## src/rtl/branch_resolve_pkg.sv

```systemverilog
// rtl/branch_resolve_pkg.sv - shared encodings, FSM state type and taken-decision helper for branch_resolve
package branch_resolve_pkg;

    // Branch type encodings; 6 and 7 behave as NONE
    localparam logic [2:0] BR_NONE = 3'd0;
    localparam logic [2:0] BR_BEQ  = 3'd1;
    localparam logic [2:0] BR_BNE  = 3'd2;
    localparam logic [2:0] BR_BLT  = 3'd3;
    localparam logic [2:0] BR_BGT  = 3'd4;
    localparam logic [2:0] BR_JUMP = 3'd5;

    // Comparator result encodings
    localparam logic [1:0] CMP_EQ  = 2'd0;
    localparam logic [1:0] CMP_LT  = 2'd1;
    localparam logic [1:0] CMP_GT  = 2'd2;
    localparam logic [1:0] CMP_ILL = 2'd3;

    typedef enum logic [1:0] {
        ST_IDLE     = 2'd0,
        ST_REDIRECT = 2'd1,
        ST_FLUSH    = 2'd2
    } state_e;

    // An illegal compare result never makes a conditional branch taken
    function automatic logic branch_taken(input logic [2:0] br_type, input logic [1:0] res);
        logic taken;
        taken = 1'b0;
        case (br_type)
            BR_BEQ:  taken = (res == CMP_EQ);
            BR_BNE:  taken = (res == CMP_LT) || (res == CMP_GT);
            BR_BLT:  taken = (res == CMP_LT);
            BR_BGT:  taken = (res == CMP_GT);
            BR_JUMP: taken = 1'b1;
            default: taken = 1'b0;
        endcase
        return taken;
    endfunction

    // Types 1..5 are real branches for statistics purposes
    function automatic logic is_branch(input logic [2:0] br_type);
        return (br_type != BR_NONE) && (br_type <= BR_JUMP);
    endfunction

endpackage

```

## src/rtl/branch_target_add.sv

```systemverilog
// rtl/branch_target_add.sv - combinational 32-bit branch target adder (wraps modulo 2^32)
module branch_target_add (
    input  logic [31:0] pc_plus1,
    input  logic [31:0] imm,
    output logic [31:0] target
);

    assign target = pc_plus1 + imm;

endmodule

```

## src/rtl/branch_resolve.sv

```systemverilog
// rtl/branch_resolve.sv - branch resolution FSM issuing redirect and flush; optional stats via BRANCH_RESOLVE_STATS_EN
module branch_resolve
    import branch_resolve_pkg::*;
#(
    parameter int FLUSH_CYCLES = 2,
    parameter int RSV_ENC_ERR  = 1
) (
    input  logic        clk,
    input  logic        resetn,
    input  logic        comp_valid,
    input  logic [1:0]  comp_result,
    input  logic [2:0]  br_type,
    input  logic [31:0] pc_plus1,
    input  logic [31:0] imm,
    input  logic        stall,
    output logic        ready,
    output logic        redirect_valid,
    output logic [31:0] redirect_pc,
    output logic        flush,
    output logic        enc_err
`ifdef BRANCH_RESOLVE_STATS_EN
    ,
    output logic [31:0] taken_cnt,
    output logic [31:0] not_taken_cnt
`endif
);

    // FLUSH state lasts FLUSH_CYCLES-1 cycles; zero means REDIRECT returns straight to IDLE
    localparam logic [2:0] FLUSH_LOAD = 3'(FLUSH_CYCLES - 1);

    state_e      state_q, state_d;
    logic [2:0]  cnt_q, cnt_d;
    logic        ready_q, ready_d;
    logic        redirect_valid_q, redirect_valid_d;
    logic [31:0] redirect_pc_q, redirect_pc_d;
    logic        flush_q, flush_d;
    logic        enc_err_q, enc_err_d;

    logic        accept;
    logic        taken;
    logic [31:0] target;

    branch_target_add u_target_add (
        .pc_plus1 (pc_plus1),
        .imm      (imm),
        .target   (target)
    );

    assign accept = comp_valid && ready_q;
    assign taken  = branch_taken(br_type, comp_result);

    // Next-state and next-output decode for the redirect/flush sequence
    always_comb begin
        state_d          = state_q;
        cnt_d            = cnt_q;
        ready_d          = ready_q;
        redirect_valid_d = redirect_valid_q;
        redirect_pc_d    = redirect_pc_q;
        flush_d          = flush_q;
        enc_err_d        = 1'b0;
        case (state_q)
            ST_IDLE: begin
                if (accept) begin
                    enc_err_d = (RSV_ENC_ERR == 1) && (comp_result == CMP_ILL);
                    if (taken) begin
                        state_d          = ST_REDIRECT;
                        redirect_pc_d    = target;
                        redirect_valid_d = 1'b1;
                        flush_d          = 1'b1;
                        ready_d          = 1'b0;
                    end
                end
            end
            ST_REDIRECT: begin
                if (!stall) begin
                    redirect_valid_d = 1'b0;
                    if (FLUSH_LOAD == 3'd0) begin
                        state_d = ST_IDLE;
                        cnt_d   = 3'd0;
                        flush_d = 1'b0;
                        ready_d = 1'b1;
                    end else begin
                        state_d = ST_FLUSH;
                        cnt_d   = FLUSH_LOAD;
                    end
                end
            end
            ST_FLUSH: begin
                if (cnt_q <= 3'd1) begin
                    state_d = ST_IDLE;
                    cnt_d   = 3'd0;
                    flush_d = 1'b0;
                    ready_d = 1'b1;
                end else begin
                    cnt_d = cnt_q - 3'd1;
                end
            end
            default: begin
                state_d          = ST_IDLE;
                cnt_d            = 3'd0;
                ready_d          = 1'b1;
                redirect_valid_d = 1'b0;
                flush_d          = 1'b0;
            end
        endcase
    end

    // FSM state and registered outputs; reset aborts any redirect in flight
    always_ff @(posedge clk) begin
        if (!resetn) begin
            state_q          <= ST_IDLE;
            cnt_q            <= 3'd0;
            ready_q          <= 1'b1;
            redirect_valid_q <= 1'b0;
            redirect_pc_q    <= 32'h0;
            flush_q          <= 1'b0;
            enc_err_q        <= 1'b0;
        end else begin
            state_q          <= state_d;
            cnt_q            <= cnt_d;
            ready_q          <= ready_d;
            redirect_valid_q <= redirect_valid_d;
            redirect_pc_q    <= redirect_pc_d;
            flush_q          <= flush_d;
            enc_err_q        <= enc_err_d;
        end
    end

    assign ready          = ready_q;
    assign redirect_valid = redirect_valid_q;
    assign redirect_pc    = redirect_pc_q;
    assign flush          = flush_q;
    assign enc_err        = enc_err_q;

`ifdef BRANCH_RESOLVE_STATS_EN
    logic [31:0] taken_cnt_q, taken_cnt_d;
    logic [31:0] not_taken_cnt_q, not_taken_cnt_d;

    // Saturating counts of accepted real branches, split by outcome
    always_comb begin
        taken_cnt_d     = taken_cnt_q;
        not_taken_cnt_d = not_taken_cnt_q;
        if (accept && is_branch(br_type)) begin
            if (taken) begin
                if (taken_cnt_q != 32'hFFFF_FFFF) taken_cnt_d = taken_cnt_q + 32'd1;
            end else begin
                if (not_taken_cnt_q != 32'hFFFF_FFFF) not_taken_cnt_d = not_taken_cnt_q + 32'd1;
            end
        end
    end

    // Statistics registers
    always_ff @(posedge clk) begin
        if (!resetn) begin
            taken_cnt_q     <= 32'h0;
            not_taken_cnt_q <= 32'h0;
        end else begin
            taken_cnt_q     <= taken_cnt_d;
            not_taken_cnt_q <= not_taken_cnt_d;
        end
    end

    assign taken_cnt     = taken_cnt_q;
    assign not_taken_cnt = not_taken_cnt_q;
`else
    // Statistics counters are not built in this configuration
`endif

endmodule
```

## config.mk

```make
export PLATFORM = sky130hd
export DESIGN_NAME = branch_resolve
export DESIGN_NICKNAME = d
export VERILOG_FILES = /design/src/rtl/branch_resolve_pkg.sv /design/src/rtl/branch_target_add.sv /design/src/rtl/branch_resolve.sv
export SDC_FILE = /design/constraint.sdc
export NUM_CORES = 1
export LEC_CHECK = 0
export CAP_MARGIN = 20
export CORE_UTILIZATION = 48
export DETAILED_ROUTE_END_ITERATION = 6
export PLACE_DENSITY_LB_ADDON = 0.05
export SYNTH_ARGS = -nofsm -noshare
export SYNTH_HDL_FRONTEND = slang
export SYNTH_SLANG_ARGS = --single-unit
```

## constraint.sdc

```tcl
create_clock -name clk -period 2.8 [get_ports clk]
set_input_delay 0.42 -clock clk [delete_from_list [all_inputs] [get_ports clk]]
set_output_delay 0.42 -clock clk [all_outputs]
set_load 0.1 [all_outputs]
```

# Word level (Yosys, flattened, before mapping)
# Cells that the tools add are included.
[totals]
wordCells = 56
out_inout_bits = 36
inputBits = 73
register_bits = 41
[op_classes]
n_lt_le_gt_ge = 1
reduce_logical = 10
eq_ne = 14
muxes = 19
n_bitwise = 3
addsub = 2
[op_table]
columns = ["operator", "count"]
rows = [
  ["adder 32 bit", 1],
  ["AND reduction 4 bit", 3],
  ["case mux 1 bit (3 select lines)", 3],
  ["case mux 3 bit (3 select lines)", 1],
  ["2-to-1 mux 2 bit", 4],
  ["!= test 2 bit, second input constant", 4],
  ["2-to-1 mux 1 bit", 7],
  ["== test 2 bit, second input constant", 3],
  ["== test 3 x 2 -> 1 bit, second input constant", 2],
  ["== test 3 bit, second input constant", 2],
  ["2-to-1 mux 3 bit", 2],
  ["case mux 2 bit (3 select lines)", 1],
  ["AND reduction 3 bit", 2],
  ["case mux 1 bit (5 select lines)", 1],
  ["== test 2 x 1 -> 1 bit, second input constant", 2],
  ["logical NOT 2 bit", 2],
  ["== test 3 x 1 -> 1 bit, second input constant", 1],
  ["less-or-equal comparator 3 x 1 -> 1 bit, second input constant", 1],
  ["inverter 1 bit", 3],
  ["subtractor 3 x 1 -> 3 bit, second input constant", 1],
  ["AND reduction 2 bit", 1],
  ["logical AND 1 bit", 1],
  ["logical OR 1 bit", 1],
]

# Logic depth before layout (Yosys ltp)
[logic_depth]
ltp_word = 6
ltp_mapped = 10

# By module
# A second synthesis with hierarchy kept.
[hier_totals]
hier_cells = 459
area_unflattened_um2 = 3692.3
[by_module_without_submodules]
columns = ["module", "area_per_inst_um2", "instances", "seq_area_each_um2", "cells_per_inst"]
rows = [
  ["branch_resolve", 1948.1, 1, 820.8, 218],
  ["branch_target_add", 1744.2, 1, 0.0, 241],
]

# Worst setup path before layout
# OpenSTA, ideal clock, no wires.
[synth_path]
path_kind = "input -> register"
start = "in pc_plus1[0]"
end = "reg redirect_pc_q[10], in the netlist redirect_pc[10]"
setup_slack_ns = 0.404
required_time_ns = 2.685
arrival_time_ns = 2.281
cell_stages = 9
path_buffers = 0
path_cell_list = "ha_1 -> fa_1 -> a21oi_1 -> o21ai_0 -> a21o_1 -> a21o_1 -> a2111oi_0 -> o31ai_1 -> and2_1"
[synth_via]
elab_chain_len = 1
[synth_rtl]
columns = ["item", "line_no", "text"]
rows = [
  ["from (decl)", "branch_resolve.sv:13", "input logic [31:0] pc_plus1,"],
  ["adder 32 bit", "branch_target_add.sv:8", "assign target = pc_plus1 + imm;"],
  ["to (signal assigned)", "branch_resolve.sv:123", "redirect_pc_q <= redirect_pc_d;"],
  ["to (decl)", "branch_resolve.sv:35", "logic [31:0] redirect_pc_q, redirect_pc_d;"],
]
# No other way between the ends.
# A chain may end at the register's enable or synchronous reset.

# Final worst setup path
[layout_path]
start = "in pc_plus1[0]"
end = "reg redirect_pc_q[31], in the netlist redirect_pc[31]"
# The elaborated chain is that of the path after synthesis.

==> metrics.cfg <==
[run_status]
status=finished, final reports clean

[synthesis]
synthTopCellsByArea=dfxtp_1 (23%), ha_1 (15%), a21oi_1 (8.4%)
synth.avg_cell_area_um2=7.69
async_flop_share_pct=0
synth_cells=456
synth-main-ff-cell=dfxtp_1
synthesis.nets=571
yosys_warnings=0
synth_top_area_cell=dfxtp_1
ys_seq_elements=41
synth_top_area_share_pct=23.4
synth_edf_count=0
synth_seq_area_share_pct=23.4
syn_area_mm2=0.00351
yosys.cell_types.count=59

[setup_path]
critPathMaxStageDelay_ns=0.50
worstPathRequired_ns=2.96
critPathArrivalTime_ns=2.88
cp_num_cells=10
crit_path_start_kind=primary input
crit_buf_inv=2
crit_slowest_cell=a2111oi_4
cp-end-kind=flop
path_max_fanout=4
reg2reg_from=state_q[0]
r2r_end=redirect_pc[10]
reg2regPathDepth=7
path_common_cell=a21oi_1
cp_cell_sequence=clkdlybuf4s50_1 -> ha_1 -> buf_4 -> nand3_2 -> a2111oi_4 -> o211ai_1 -> a211oi_1 -> a21oi_1 -> xnor2_1 -> a21oi_1
critPathKind=in2reg
r2r_setup_slack_ns=0.87
path_delay_family=compound AO/OA/AOI/OAI gates

[clock_tree]
insertion_delay_ns=0.29
cts_buffer_depth=2
htreeDepth=2
cts_root_buf=clkbuf_8
cts_buffers=5
cts_tree=built
post-cts-setup-buffers=0
clkSinkCount=41
cts.clk_slew.worst_paths_ns=0.08

[cells_and_area]
stdcell_area_mm2=0.00507
multi_input_area_mm2=0.00257
nets=723
areaGrowthSynthToFinish_pct=44.6
final_cell_mix=buf_4 (91), clkdlybuf4s50_1 (72), a21oi_1 (58)
seq_area_um2=821
drive_above_1_share_pct=19.7
fillers=567
num_antenna_cells=0
layout_commonest_cell=buf_4

[die]
dieWidth_um=87.5
start_util_pct=50.5
coreArea_mm2=0.00694
die_h_um=87.5
io_pins=109
row_count=30
die-area_mm2=0.00766

[power_and_ir_drop]
p_leak_uw=0.00218
power_density_mw_per_mm2=542
irDropWorstVdd_mv=0.374

[sta]
max_freq_ghz=0.368
slew_viol_final=0
final.setup_skew_ns=0.00540
final_hold_viol_count=0
setup_viol=0
finalCritPeriodShare_pct=97.0
setup_slack_ns=0.0837
tightest_slew_ns=0.745
min_period_ns=2.72
relSlewSlack_pct=49.7
grt_setup_unrepaired=yes

[grt]
overflow=0
track_usage_pct=27.8
antenna_found_initial=0
grt_pass1_vias=3827
grt_max_degree=29
grt_first_pass_wirelength_um=17000

[min_path]
worstHoldEndpoint=redirect_pc[13]
min_path_type=reg2reg
min-delay-start=redirect_pc[13]
hold_depth=2

[placed_design]
place_ws_ns=-0.281
postPlaceCellArea_mm2=0.00494
port_buffers=108
gp_congestion=1.00
dp_hpwl_um=8580

[routing]
vias_per_cell=5.68
routed_wl_um=10400
vias=4002
drt-initial-drc-count=201
postRouteAntennaNets=0
wire_per_inst_um=14.7
detail_route.drc_violations=0
dr.pass1.iters=5

[run]
maxCapViolations=0

## power by group
part	switching, uW	internal [uW]	total (uW)
Combinational	1030	538	1570
Sequential	50.4	663	714
Clock	207	259	467
Total	1290	1460	2750
## kinds of logic (layout without fill, tap and decap cells)
group	after synthesis	after routing	synth area share, %
multiplexers	6	6	1.71
buffers and inverters	32	184	4.24
AND/OR/NAND/NOR	160	160	22.3
adder cells (fa/ha/maj)	42	42	15.2
AO/OA/AOI/OAI	157	157	28.7
flip-flops	41	41	23.4
XOR/XNOR	18	18	4.49
## sequential cells by signal (all words and copies together), names as in the netlist
| name | count |
|---|---|
| redirect_pc | 32 |
| cnt_q | 3 |
| state_q | 2 |
| enc_err | 1 |
| flush | 1 |
| ready | 1 |
| redirect_valid | 1 |
## worst min-delay path, cell delays in order, from the launching register on
cell	delay [ns]
dfxtp_1	0.32
nand2_1	0.05
a21oi_1	0.05
## layout make-up
type | instances | area share (%)
clock inverters | 2 | 0.691
multi-input cells | 383 | 50.7
repair buffers | 163 | 27.7
clock buffers | 5 | 1.36
inverters | 14 | 1.04
well taps | 96 | 2.37
flip-flops and latches | 41 | 16.2
## cell usage after synthesis, types with 3 or more instances
library cell,count
nand4_1,8
or3_1,3
o211ai_1,4
a2111oi_0,4
o31ai_1,5
and3_1,8
a21o_1,11
nor3_1,5
a221oi_1,3
nand2_1,55
a21oi_1,59
a31oi_1,4
xor2_1,8
inv_1,13
or4_1,4
nand2b_1,3
xnor2_1,10
nand3_1,23
nor3b_1,3
ha_1,41
mux2i_1,6
a211oi_1,5
o21ai_0,34
nor2b_1,3
nor2_1,33
o21a_1,6
clkbuf_1,13
dfxtp_1,41
## stage by stage
stage | hold WS, ns | power, uW | instances | setup TNS [ns] | util (%)
finish | 0.456 | 2750 | 704 | 0 | 73.0
global route | 0.482 | 2890 | 704 | -0.0707 | 73.0
CTS | 0.459 | 2740 | 704 | 0 | 72.6
detailed placement | 0.449 | 2280 | 697 | -1.78 | 71.1
global placement | 0.442 | 2260 | 697 | -0.682 | 71.1
floorplan | 0.449 | 1800 | 456 | 0 | -
## what timing repair did
item	CTS	global route
hold buffers	0	0
endpoints found under the setup margin	0	7
gates resized for setup	0	8
## worst max path at each step
| stage | to | startpoint | slack (ns) |
|---|---|---|---|
| after floorplan | redirect_pc[10] | pc_plus1[0] | 0.40 |
| after global placement | redirect_pc[31] | pc_plus1[2] | -0.22 |
| after detailed placement | redirect_pc[24] | pc_plus1[0] | -0.28 |
| after CTS | redirect_pc[24] | pc_plus1[0] | 0.01 |
| after global routing | redirect_pc[24] | pc_plus1[0] | -0.04 |
| final | redirect_pc[31] | pc_plus1[0] | 0.08 |
## metal layers
| layer | GRT usage, % | part of all wire (%) | vias up |
|---|---|---|---|
| li1 | - | - | 1998 |
| met3 | 3.70 | 5.5 | 20 |
| met1 | 35.5 | 45 | 1828 |
| met4 | 8.79 | 1.9 | 0 |
| met5 | 0 | 0 | - |
| met2 | 48.2 | 48 | 156 |
(Power assumes the default switching activity.)
==> RTL change 1 (same settings) <==
Add a define of `BRANCH_RESOLVE_STATS_EN`.
--- a/src/rtl/branch_resolve.sv
+++ b/src/rtl/branch_resolve.sv
@@ -1,4 +1,6 @@
 // rtl/branch_resolve.sv - branch resolution FSM issuing redirect and flush; optional stats via BRANCH_RESOLVE_STATS_EN
+`define BRANCH_RESOLVE_STATS_EN
+
 module branch_resolve
     import branch_resolve_pkg::*;
 #(
Behaviour (old outputs only; new: not_taken_cnt and taken_cnt): unchanged (equiv_simple and equiv_induct, registers matched by name and starting in step).
==> RTL change 1 against the original RTL <==
- total power increased by 46%
- sequential cell count increased by 64
- routed wire length is 77% higher
- setup slack better by 0.15 ns
- design area up 81%
- clock skew rose by 0.0021 ns
- sequential power is 120% higher
- count of clock-buffer cells in the layout rose by 6
- area after synthesis increased by 95%
- non-clock buffer count up 70
- via count up 68%
- clock power rose to 2.9 times the old value
- highest routed layer unchanged
==> RTL change 1: results (changes against the original RTL) <==
- The complex-gate fraction of the synthesized area was 18.4% (-10 points).
- The leakage power figure was 3.92 nW (+80%).
- Port Buffer Count: 172 (+59%)
- The global placement routability congestion was 0.895 (-11%).
* Worst clock skew: 0.00752 ns (+0.00212 ns)
- Cell count after placement: 1,197 (+72%)
- The post-placement setup slack was -0.168 ns (+0.113 ns).
- Number of buffers added by the clock tree synthesis step: 9 (+4)
- Crit-path max cell delay: 0.41 ns (-0.09 ns)
- Cell types with the highest counts after synthesis: dfxtp_1, nand2_1, and2_1
- Sum of net half-perimeters after detailed placement: 14,300 um (+67%)
- The net count after synthesis is 932 (+63%).
- The total length of routed met3 wires came to 855 um (+50%).
- Syn Inst Count: 816 (+79%)
- The number of levels in the clock H-tree is 3 (+1).
* Final nets: 1,144 (+58%)
* First-pass DRT Iterations: 7 (+2)
- The wire length on met1 came to 8430 um (+83%).
- Compared with the post-synthesis result, the final layout area differs by 34.2%.
- Insertion delay to the later sink of the worst-skew pair: 0.35 ns (+0.06 ns)
- Via total after detailed routing: 6,711 (+68%)
- Status: finished clean
- Xor/xnor cell area share of the yosys netlist: 10.1% (+5.6 points)
* Endpoint arrival time on the critical path: 2.80 ns (-0.08 ns)
* Wire length of the first global-routing pass: 29,400 um (+73%)
[RTL change 1: cell types whose count changed in the layout (fill, tap and decap cells not counted), sizes merged, moves of 29 or more]
cell	delta
xnor2	+31
xor2	+30
buf	+71
dfxtp	+64
and2	+57
nand3	+29
[RTL change 1: where the power goes]
group	leakage [nW]	total, mW	switching (mW)	internal (mW)
sequential	0.849	1.56	0.0270	1.53
clock	0.157	1.35	0.596	0.750
combinational	2.92	1.11	0.677	0.438
total	3.92	4.02	1.30	2.72
[RTL change 1: worst register-to-register path, stage by stage (launching register included)]
cell and delay [ns]:
dfxtp_1 0.41, and4_1 0.30, nand4_1 0.21, or3_1 0.41, o2111ai_2 0.37, nor3_1 0.10, xor2_1 0.15, and2_1 0.16
[RTL change 1: kinds of logic (layout without fill, tap and decap cells)]
kind of cell             count (synthesis)  count (layout)
AND/OR/NAND/NOR                        345             345
AO/OA/AOI/OAI                          179             179
flip-flops                             105             105
adder cells (fa/ha/maj)                 43              43
XOR/XNOR                                79              79
multiplexers                             3               3
buffers and inverters                   62             279
[RTL change 1: layout make-up]
| type | instances | share of cell area [%] |
|---|---|---|
| repair buffers | 233 | 21.0 |
| inverters | 30 | 1.23 |
| multi-input cells | 649 | 49.0 |
| clock buffers | 11 | 2.75 |
| well taps | 180 | 2.45 |
| flip-flops and latches | 105 | 22.9 |
| clock inverters | 5 | 0.668 |
[RTL change 1: worst paths after layout]
path	from	to	slack, ns	cells past startpoint
max	pc_plus1[0]	redirect_pc[26]	0.23	11
min	cnt_q[1]	cnt_q[1]	0.47	2
max reg2reg	not_taken_cnt[25]	not_taken_cnt[21]	0.59	7
min reg2reg	cnt_q[1]	cnt_q[1]	0.47	2
==> RTL change 2 (config.mk and constraints unchanged) <==
Made on the original files. Put one more register stage on the output `redirect_pc`, cleared by the reset. The value now appears one clock later. The other outputs are not delayed to match.
--- a/src/rtl/branch_resolve.sv
+++ b/src/rtl/branch_resolve.sv
@@ -128,7 +128,13 @@
 
     assign ready          = ready_q;
     assign redirect_valid = redirect_valid_q;
-    assign redirect_pc    = redirect_pc_q;
+    always_ff @(posedge clk) begin
+        if (!resetn) begin
+            redirect_pc <= '0;
+        end else begin
+            redirect_pc <= redirect_pc_q;
+        end
+    end
     assign flush          = flush_q;
     assign enc_err        = enc_err_q;
 
Behaviour: not the same (Yosys sat finds a counterexample within 4 cycles, from zero or initial values and one cycle with resetn low).
==> RTL change 2 against the original RTL <==
- area after synthesis is 24% higher
- first-iteration DRC count is 19% lower
- final cell count is 7.4% higher
- die area is 24% higher
- design area is 17% higher
- routed wire length is 8.2% higher
- global-route usage is 4.0 points lower
- clock skew is 0.0063 ns higher
- setup slack better by 0.12 ns
- combinational power is 11% lower
- total power is 24% higher
- sequential cell count is 32 higher
- critical path type unchanged
- critical endpoint is now redirect_pc_q[28]
- largest power group unchanged
==> RTL change 2: results (changes against the original RTL) <==
- The run finished with clean final reports.
- The estimated wirelength of the detail-placed design came to 9100 um (+6.1%).
- The final-layout clock-cell area share is 3.45% (+1.4 points).
- Cell types with the highest counts after synthesis: dfxtp_1, nand2_1, a21oi_1
* Cell count after placement: 741 (+6.3%)
- The area growth from synthesis to layout is 35.8%.
- The fraction of final layout cells with drive strength greater than 1 is 18.8% (-0.91 points).
- The via count of the first global-routing pass came to 3,955 (+3.3%).
* First-pass DRT Iterations: 4 (-1)
* Violation count after the first detailed-routing iteration: 163 (-19%)
- The distinct cell type count after synthesis came to 66 (+12%).
- Count of plain and timing-repair buffers in the layout: 156 (-4.3%)
- The final-stage net count is 759 (+5.0%).
- Xor/xnor cell area share of the yosys netlist: 4.63% (+0.13 points)
* Cell types occupying the most area after synthesis: dfxtp_1, ha_1, a21oi_1
* Area occupied by registers: 1460 um2 (+78%)
- Final-layout worst hold slack: 0.443 ns (-0.0120 ns)
- The multiplexer share of the synthesized area is 1.21% (-0.51 points).
- Clock buffer instance count of the final layout: 11 (+6)
- The post-place instance area is 5710 um2 (+16%).
- The share of cell area taken by multi-input logic gates is 45.6% (-5.1 points).
- The pin count of the biggest net entering global routing came to 24 (-17%).
- The data arrival time of the critical path is 2.85 ns (-0.03 ns).
- Synthesized Nets: 613 (+7.4%)
- The fraction of cell area in non-clock buffers came to 22.9% (-4.8 points).
- The leakage power figure was 2.48 nW (+14%).
* Placer's final routability congestion estimate: 0.873 (-13%)
* Detail-routed net length per standard cell: 14.8 um (+0.79%)
RTL change 2: path summary, 6_finish.rpt:
check                   start                 to  depth (start not counted)
min          redirect_pc_q[1]     redirect_pc[1]                          1
max                    imm[0]  redirect_pc_q[28]                         10
min reg2reg  redirect_pc_q[1]     redirect_pc[1]                          1
max reg2reg        state_q[0]           cnt_q[2]                          5
RTL change 2: where the power goes:
group / total, mW / switching (mW) / internal (mW)
Clock: 0.827 / 0.372 / 0.455
Sequential: 1.20 / 0.0424 / 1.16
Combinational: 1.39 / 0.868 / 0.523
RTL change 2: metal layers:
layer  vias to the layer above  global-route usage [%]  part of all wire [%]
li1                       2109                       -                     -
met1                      1904                    32.6                    48
met2                       124                    38.8                    45
met3                        18                    3.17                   4.3
met4                         0                    8.03                   2.0
met5                         -                       0                     0
RTL change 2: critical path: cells and delay by family:
family / cells / cell delay (ns)
adders and majority gates: 2 / 0.63
AOI/OAI and AO/OA: 5 / 0.93
buffers and inverters: 1 / 0.42
muxes: 1 / 0.34
and+or+nand+nor: 1 / 0.12
